**config.mk**
```make
export PLATFORM = sky130hd
export DESIGN_NAME = fifo_buffer_flat
export DESIGN_NICKNAME = d
export VERILOG_FILES = /design/src/rtl/fifo_pkg.sv /design/src/rtl/fifo_buffer_if.sv /design/src/rtl/fifo_mem.sv /design/src/rtl/fifo_buffer.sv /design/src/flat_wrapper.sv
export SDC_FILE = /design/constraint.sdc
export NUM_CORES = 1
export LEC_CHECK = 0
export ABC_CLOCK_PERIOD_IN_PS = 2400
export BUFFER_PORTS_ARGS = -buffer_cell sky130_fd_sc_hd__buf_4
export CAP_MARGIN = 10
export CORE_UTILIZATION = 37
export DETAILED_ROUTE_END_ITERATION = 10
export GPL_TIMING_DRIVEN = 1
export HOLD_SLACK_MARGIN = 0.08
export PLACE_DENSITY_LB_ADDON = 0.3
export SLEW_MARGIN = 10
export SYNTH_ARGS = -nofsm -noshare
export SYNTH_HDL_FRONTEND = slang
export SYNTH_SLANG_ARGS = --single-unit
```
**constraint.sdc**
```tcl
create_clock -name clk -period 2.4 [get_ports clk]
set_input_delay 0.48 -clock clk [delete_from_list [all_inputs] [get_ports clk]]
set_output_delay 0.48 -clock clk [all_outputs]
set_load 0.01 [all_outputs]
```
**src/rtl/fifo_pkg.sv**
```systemverilog
// Shared types and defaults for the ping-pong FIFO slots and their controller.
package fifo_pkg;

   localparam int unsigned FIFO_WIDTH_DEF = 8;
   localparam int unsigned FIFO_DEPTH_DEF = 16;

   typedef struct packed {
      logic full;
      logic empty;
   } fifo_status_t;

   // Pointers carry a wrap bit above addr_w index bits; full means same slot, opposite lap.
   function automatic logic ptr_full(input int unsigned wr, input int unsigned rd,
                                     input int unsigned addr_w);
      int unsigned mask;
      mask = (32'd2 << addr_w) - 32'd1;
      return ((wr ^ rd) & mask) == (32'd1 << addr_w);
   endfunction

endpackage

```
**src/rtl/fifo_buffer_if.sv**
```systemverilog
// Handshake/data bundle between the ping-pong controller (master) and a FIFO slot (slave).
// FIFO_ERR_FLAGS_EN adds the sticky overflow/underflow status signals.
interface fifo_buffer_if
   import fifo_pkg::*;
#(
   parameter int unsigned WIDTH = FIFO_WIDTH_DEF,
   parameter int unsigned DEPTH = FIFO_DEPTH_DEF
);
   localparam int unsigned ADDR_W = $clog2(DEPTH);

   logic              WrEn;
   logic              RdEn;
   logic [WIDTH-1:0]  DataIn;
   logic [WIDTH-1:0]  DataOut;
   logic              full;
   logic              empty;
   logic [ADDR_W:0]   count;
`ifdef FIFO_ERR_FLAGS_EN
   logic              overflow;
   logic              underflow;

   modport master (
      output WrEn, RdEn, DataIn,
      input  DataOut, full, empty, count, overflow, underflow
   );
   modport slave (
      input  WrEn, RdEn, DataIn,
      output DataOut, full, empty, count, overflow, underflow
   );
`else
   modport master (
      output WrEn, RdEn, DataIn,
      input  DataOut, full, empty, count
   );
   modport slave (
      input  WrEn, RdEn, DataIn,
      output DataOut, full, empty, count
   );
`endif

endinterface

```
**src/rtl/fifo_mem.sv**
```systemverilog
// Simple dual-port DEPTH x WIDTH RAM: synchronous write, registered read.
// Only the read register is reset; the array holds don't-care data after reset.
module fifo_mem #(
   parameter int unsigned WIDTH  = 8,
   parameter int unsigned DEPTH  = 16,
   parameter int unsigned ADDR_W = $clog2(DEPTH)
) (
   input  logic              clk,
   input  logic              reset,
   input  logic              we_i,
   input  logic [ADDR_W-1:0] waddr_i,
   input  logic [WIDTH-1:0]  wdata_i,
   input  logic              re_i,
   input  logic [ADDR_W-1:0] raddr_i,
   output logic [WIDTH-1:0]  rdata_o
);

   logic [WIDTH-1:0] mem_q [DEPTH];
   logic [WIDTH-1:0] rdata_q, rdata_d;

   always_ff @(posedge clk) begin
      if (we_i) begin
         mem_q[waddr_i] <= wdata_i;
      end
   end

   // Same-edge write to the slot being read returns the old word.
   always_comb begin
      rdata_d = rdata_q;
      if (re_i) begin
         rdata_d = mem_q[raddr_i];
      end
   end

   always_ff @(posedge clk or posedge reset) begin
      if (reset) begin
         rdata_q <= '0;
      end else begin
         rdata_q <= rdata_d;
      end
   end

   assign rdata_o = rdata_q;

endmodule

```
**src/rtl/fifo_buffer.sv**
```systemverilog
// Single-clock FIFO slot: pointers, flags and accept logic around fifo_mem.
// Define FIFO_ERR_FLAGS_EN for sticky overflow/underflow outputs.
module fifo_buffer
   import fifo_pkg::*;
#(
   parameter int unsigned WIDTH = FIFO_WIDTH_DEF,
   parameter int unsigned DEPTH = FIFO_DEPTH_DEF
) (
   input logic          clk,
   input logic          reset,
   fifo_buffer_if.slave bus
);

   localparam int unsigned ADDR_W = $clog2(DEPTH);
   localparam int unsigned PTR_W  = ADDR_W + 1;

   logic [PTR_W-1:0] wr_ptr_q, wr_ptr_d;
   logic [PTR_W-1:0] rd_ptr_q, rd_ptr_d;
   logic             wr_ok, rd_ok;
   fifo_status_t     status;

   always_comb begin
      status.empty = (wr_ptr_q == rd_ptr_q);
      status.full  = ptr_full(32'(wr_ptr_q), 32'(rd_ptr_q), ADDR_W);
      // A write into a full FIFO is fine when a read frees a slot on the same edge.
      wr_ok    = bus.WrEn & (~status.full | bus.RdEn);
      rd_ok    = bus.RdEn & ~status.empty;
      wr_ptr_d = wr_ptr_q;
      rd_ptr_d = rd_ptr_q;
      if (wr_ok) begin
         wr_ptr_d = wr_ptr_q + PTR_W'(1);
      end
      if (rd_ok) begin
         rd_ptr_d = rd_ptr_q + PTR_W'(1);
      end
   end

   always_ff @(posedge clk or posedge reset) begin
      if (reset) begin
         wr_ptr_q <= '0;
         rd_ptr_q <= '0;
      end else begin
         wr_ptr_q <= wr_ptr_d;
         rd_ptr_q <= rd_ptr_d;
      end
   end

   fifo_mem #(
      .WIDTH  (WIDTH),
      .DEPTH  (DEPTH),
      .ADDR_W (ADDR_W)
   ) u_mem (
      .clk     (clk),
      .reset   (reset),
      .we_i    (wr_ok),
      .waddr_i (wr_ptr_q[ADDR_W-1:0]),
      .wdata_i (bus.DataIn),
      .re_i    (rd_ok),
      .raddr_i (rd_ptr_q[ADDR_W-1:0]),
      .rdata_o (bus.DataOut)
   );

   assign bus.full  = status.full;
   assign bus.empty = status.empty;
   assign bus.count = wr_ptr_q - rd_ptr_q;

`ifdef FIFO_ERR_FLAGS_EN
   logic overflow_q, overflow_d;
   logic underflow_q, underflow_d;

   always_comb begin
      overflow_d  = overflow_q | (bus.WrEn & ~wr_ok);
      underflow_d = underflow_q | (bus.RdEn & ~rd_ok);
   end

   always_ff @(posedge clk or posedge reset) begin
      if (reset) begin
         overflow_q  <= 1'b0;
         underflow_q <= 1'b0;
      end else begin
         overflow_q  <= overflow_d;
         underflow_q <= underflow_d;
      end
   end

   assign bus.overflow  = overflow_q;
   assign bus.underflow = underflow_q;
`endif

endmodule
```
**src/flat_wrapper.sv**
```systemverilog
// flat-port wrapper written by rule: the top's interface ports become plain ports
module fifo_buffer_flat import fifo_pkg::*;
#(
   parameter int unsigned WIDTH = FIFO_WIDTH_DEF,
   parameter int unsigned DEPTH = FIFO_DEPTH_DEF
)
  (clk, reset, bus_WrEn, bus_RdEn, bus_DataIn, bus_DataOut, bus_full, bus_empty, bus_count);
  fifo_buffer_if #(.WIDTH(WIDTH), .DEPTH(DEPTH)) bus_i ();
  input logic clk;
  input logic reset;
  input wire logic [$bits(bus_i.WrEn)-1:0] bus_WrEn;
  input wire logic [$bits(bus_i.RdEn)-1:0] bus_RdEn;
  input wire logic [$bits(bus_i.DataIn)-1:0] bus_DataIn;
  output wire logic [$bits(bus_i.DataOut)-1:0] bus_DataOut;
  output wire logic [$bits(bus_i.full)-1:0] bus_full;
  output wire logic [$bits(bus_i.empty)-1:0] bus_empty;
  output wire logic [$bits(bus_i.count)-1:0] bus_count;
  assign bus_i.WrEn = bus_WrEn;
  assign bus_i.RdEn = bus_RdEn;
  assign bus_i.DataIn = bus_DataIn;
  assign bus_DataOut = bus_i.DataOut;
  assign bus_full = bus_i.full;
  assign bus_empty = bus_i.empty;
  assign bus_count = bus_i.count;
  fifo_buffer #(.WIDTH(WIDTH), .DEPTH(DEPTH)) u_core (.clk(clk), .reset(reset), .bus(bus_i));
endmodule
```
# Word level (Yosys, flattened, before mapping)
# Memory sizes are Yosys's and may differ from the RTL's. A register that Yosys moved wholly into a read port is not among the register bits.
# Index checks and enable logic that the tools add are counted.
dict set report totals {
  in_bits 12
  ram_bits 128
  mem_count 1
  reg_bits 10
  output_inout_bits 15
}
# memory depth word_bits read_ports rd_ports_with_merged_regs write_ports line_no
set memory_table {}
lappend memory_table {u_core.u_mem.mem_q 16 8 1 1 1 fifo_mem.sv:18} ;# logic [WIDTH-1:0] mem_q [DEPTH];
dict set report op_classes {
  n_eq_ne 2
  bitwise 6
  muxes 2
  add_sub_neg 3
}
# op n
set op_table {}
lappend op_table {{5-bit by 1-bit adder with 5-bit output, second input constant} 2}
lappend op_table {{5-bit == test} 1}
lappend op_table {{5-bit == test, second input constant} 1}
lappend op_table {{5-bit subtractor} 1}
lappend op_table {{5-bit bitwise XOR} 1}
lappend op_table {{1-bit bitwise AND} 2}
lappend op_table {{1-bit 2-to-1 mux} 2}
lappend op_table {{1-bit NOT} 2}
lappend op_table {{1-bit OR} 1}

# Depth between registers and ports, before layout
dict set report depth {
  depth_word 7
  ltp_mapped 10
}

# Cells and area by module
# From an unflattened synthesis, not the netlist that was laid out.
dict set report unflattened {
  cells_unflattened 303
  hier_area_um2 5964.5
}
# module seq_area_each_um2 n_inst cells_per_inst area_per_inst_um2
set modules_own_cells {}
lappend modules_own_cells {fifo_mem 4043.9 1 241 5335.1}
lappend modules_own_cells {fifo_buffer 250.2 1 62 629.4}

# Worst setup path before layout
# No wires, ideal clock.
dict set report synth_timing {
  path_type {flip-flop to flip-flop}
  from {register u_core.rd_ptr_q[1]}
  to {memory u_core.u_mem.mem_q[0][0], enable pin}
  slack_ns -0.252
  synth_period_minus_slack_ns 2.652
  arrival_time_ns 2.269
  n_path_buf 4
  setup_ns 0.383
  path_stages_with_launch 11
  path_cell_list {dfrtp_1 -> buf_6 -> buf_12 -> buf_8 -> inv_1 -> ha_1 -> nand4_1 -> o31a_1 -> buf_6 -> nand2_1 -> nor3_1}
}
dict set report synth_via {
  elab_chain_len 7
}
# element line_no
set synth_lines {}
lappend synth_lines {{start: declaration} fifo_buffer.sv:18} ;# logic [PTR_W-1:0] rd_ptr_q, rd_ptr_d;
lappend synth_lines {{start signal: assignment} fifo_buffer.sv:44} ;# rd_ptr_q <= rd_ptr_d;
lappend synth_lines {{5-bit bitwise XOR} fifo_pkg.sv:17} ;# return ((wr ^ rd) & mask) == (32'd1 << addr_w);
lappend synth_lines {{5-bit == test} fifo_pkg.sv:17}
lappend synth_lines {{1-bit NOT} fifo_buffer.sv:26} ;# wr_ok = bus.WrEn & (~status.full | bus.RdEn);
lappend synth_lines {{1-bit OR} fifo_buffer.sv:26}
lappend synth_lines {{1-bit bitwise AND} fifo_buffer.sv:26}
lappend synth_lines {{1-bit 2-to-1 mux} fifo_mem.sv:22} ;# if (we_i) begin
lappend synth_lines {{1-bit 2-to-1 mux (implied by the code)} fifo_mem.sv:23} ;# mem_q[waddr_i] <= wdata_i;
lappend synth_lines {{end: declaration} fifo_mem.sv:18}
# Every way passes these cells.

# Final worst setup path
dict set report layout_timing {
  from {register u_core.wr_ptr_q[0]}
  to {output bus_count[4]}
}
dict set report layout_via {
  elab_chain_len 1
}
# element line_no
set layout_lines {}
lappend layout_lines {{start: declaration} fifo_buffer.sv:17} ;# logic [PTR_W-1:0] wr_ptr_q, wr_ptr_d;
lappend layout_lines {{start signal: assignment} fifo_buffer.sv:43} ;# wr_ptr_q <= wr_ptr_d;
lappend layout_lines {{5-bit subtractor} fifo_buffer.sv:65} ;# assign bus.count = wr_ptr_q - rd_ptr_q;
lappend layout_lines {{end: declaration} flat_wrapper.sv:17} ;# output wire logic [$bits(bus_i.count)-1:0] bus_count;
# Every way passes these cells.

==> results.sh <==
export IMPL_synth_seq_cells=146
export IMPL_cts_root_buf="clkbuf_16"
export IMPL_clock_fmax_mhz=408.0
export IMPL_cts_tree="built"
export IMPL_cts_path_max_buffers=2
export IMPL_drt_total_wl_mm=12.47
export IMPL_finalPower_mw=9.003
export IMPL_criticalPathCategory="register to output pin"
export IMPL_final_cells=638
export IMPL_relSlewSlack_pct=44.33
export IMPL_vias=3215
export IMPL_antenna_found_initial=0
export IMPL_final_cell_mix="edfxtp_1, buf_4, mux2i_1"
export IMPL_synth_area_leaders="edfxtp_1, mux2i_1, dfrtp_1"
export IMPL_r2r_cells=6
export IMPL_synthCells=356
export IMPL_grt_pass1_vias=3275
export IMPL_status="complete, but fails checks"
export IMPL_yosys_area_top_type="edfxtp_1"
export IMPL_holdWs_ns=0.2392
export IMPL_final_core_util_pct=45.03
export IMPL_first_iter_violations=201
export IMPL_die_area_um2=16630
export IMPL_slew_violations=0
export IMPL_setup_viol=1
export IMPL_cts_made_buffers=17
export IMPL_drive_above_1_share_pct=26.30
export IMPL_rsz0062_at_grt="true"
export IMPL_skew_ns=0.01350
export IMPL_grt_max_degree=32
export IMPL_syn2layout_area_growth_pct=19.49
export IMPL_ir_drop_mv=0.5720
export IMPL_path_max_fanout=2
export IMPL_yosysSeqAreaShare_pct=71.99
export IMPL_startpoint_type="register"
export IMPL_clock_latency_ns=0.42
export IMPL_finalCriticalPeriod_ns=2.451
export IMPL_power_density_nw_per_um2=1263
export IMPL_start_util_pct=37.68
export IMPL_gp_congestion=0.7863
export IMPL_grt_ovfl_total=0
export IMPL_final_common_cell="edfxtp_1"
export IMPL_die_height_um=129.0
export IMPL_nets=431
export IMPL_track_usage_pct=16.55
export IMPL_drc=0
export IMPL_avgViaCountPerCell=5.039
export IMPL_setup_ws_ns=-0.05111
export IMPL_firstDrtPassIters=4
export IMPL_max_cap_violations=0
export IMPL_dp_slack_ns=0.1274
export IMPL_wl_per_cell_um=19.55
export IMPL_clock_sinks=146
export IMPL_place_inst=600
export IMPL_finalCritPeriodShare_pct=102.1
export IMPL_crit_required_ns=1.92
export IMPL_grt_first_pass_wirelength_mm=19.22
export IMPL_yosys_warnings=0
export IMPL_synth_distinct_cells=36
export IMPL_leakage_nw=2.558
export IMPL_coreArea_um2=15830
export IMPL_fp_dieW_um=129.0
export IMPL_io_pins=27
export IMPL_h_tree_depth=4
export IMPL_drtAntennaViolNets=0
export IMPL_antenna_cells=0
export IMPL_cp_end_kind="output pin"
export IMPL_worst_slew_pin_slew_ns=0.8341
export IMPL_avgSynthCellArea_um2=16.75
export IMPL_row_count=46
export IMPL_yosysTopAreaCellShare_pct=64.44
export IMPL_critPathArrivalTime_ns=1.97
export IMPL_hpwl_mm=7.913
export IMPL_syn_area_um2=5964
export IMPL_hold_class="primary input to asynchronous set/reset pin"
export IMPL_clk_pin_slew_ns=0.06
export IMPL_io_buffers=26
export IMPL_syn_nets=378
export IMPL_violations="negative setup slack"
export IMPL_hold_viol_final=0
## per-stage QoR
step	setup TNS (ns)	area, um2
4_1_cts	-0.08560	7111
2_1_floorplan	-2.423	5995
3_5_place_dp	0	6475
3_3_place_gp	0	6475
5_1_grt	-0.3935	7127
6_report	-0.05111	7127
## layout make-up
cell class              instances  area [um2]
clock buffers                  17       425.4
clock inverters                15       161.4
fillers                      1388        8701
inverters                       9       33.78
multi-input cells             181        1523
flip-flops and latches        146        4295
well taps                     216       270.3
repair buffers                 54       417.9
## layer usage
layer,GRT usage [%],wire length (um),share of wire [%]
met1,21.53,5366,43
met4,7.059,165,1.3
met3,2.703,660,5.3
met2,27.54,6282,50
met5,0,0,0
## worst max-delay path, stage by stage (launching register included)
cell,delay [ns]
dfrtp_1,0.39
inv_2,0.09
ha_4,0.12
inv_2,0.04
fa_2,0.34
a21o_1,0.17
a21oi_2,0.14
xnor2_1,0.13
buf_4,0.14
## Yosys cell counts (all sizes together)
master  instances
edfxtp        128
mux2i          48
nor2           29
dfrtp          18
buf            17
o22ai          16
o21ai          10
xnor2          10
ha              9
inv             9
a221oi          8
a31oi           8
mux4            8
nand2           8
nand4           4
nor3            4
clkbuf          3
xor2            3
a21o            2
a21oi           2
nand2b          2
nand3           2
nand3b          2
and2            1
fa              1
nor2b           1
o21a            1
o31a            1
or3b            1
## kinds of logic (layout without fill, tap and decap cells)
kind of cell | count (synthesis) | count (layout) | share of synthesized area, %
xor+xnor | 13 | 13 | 1.909
buf+inv | 29 | 95 | 3.293
flops | 146 | 146 | 71.99
fa+ha+maj | 10 | 10 | 2.224
mux | 56 | 56 | 11.08
compound gates | 48 | 48 | 5.224
simple gates | 54 | 54 | 4.280
## power breakdown
group          switching (mW)  internal [mW]  leakage, nW  total [mW]
combinational            1.74           1.37        0.919        3.12
clock                    1.03           1.54        0.276        2.57
sequential              0.171           3.15         1.36        3.32
total                    2.95           6.06         2.56        9.00
## final timing paths
| kind | start | to | slack [ns] |
|---|---|---|---|
| worst max-delay path | u_core.wr_ptr_q[0] | bus_count[4] | -0.05 |
| worst min-delay path | reset | u_core.u_mem.rdata_o[6] | 0.24 |
| worst max register to register | u_core.wr_ptr_q[2] | u_core.u_mem.mem_q[2][4] | 0.17 |
| worst min register to register | u_core.u_mem.rdata_o[4] | u_core.u_mem.rdata_o[4] | 0.56 |
| max in group asynchronous | reset | u_core.wr_ptr_q[1] | 1.59 |
| min in group clk | bus_DataIn[0] | u_core.u_mem.mem_q[0][0] | 0.40 |
## state kept, by name (all words and copies together) (netlist names)
register              count
u_core.wr_ptr_q           5
u_core.rd_ptr_q           5
u_core.u_mem.rdata_o      8
u_core.u_mem.mem_q      128
## what timing repair did
item,CTS,global route
setup buffers,4,2
hold buffers,0,0
setup endpoints to repair,2,42
pin swaps,5,3
gates resized for setup,6,1
No activity file was read; power rests on OpenSTA's default activity.
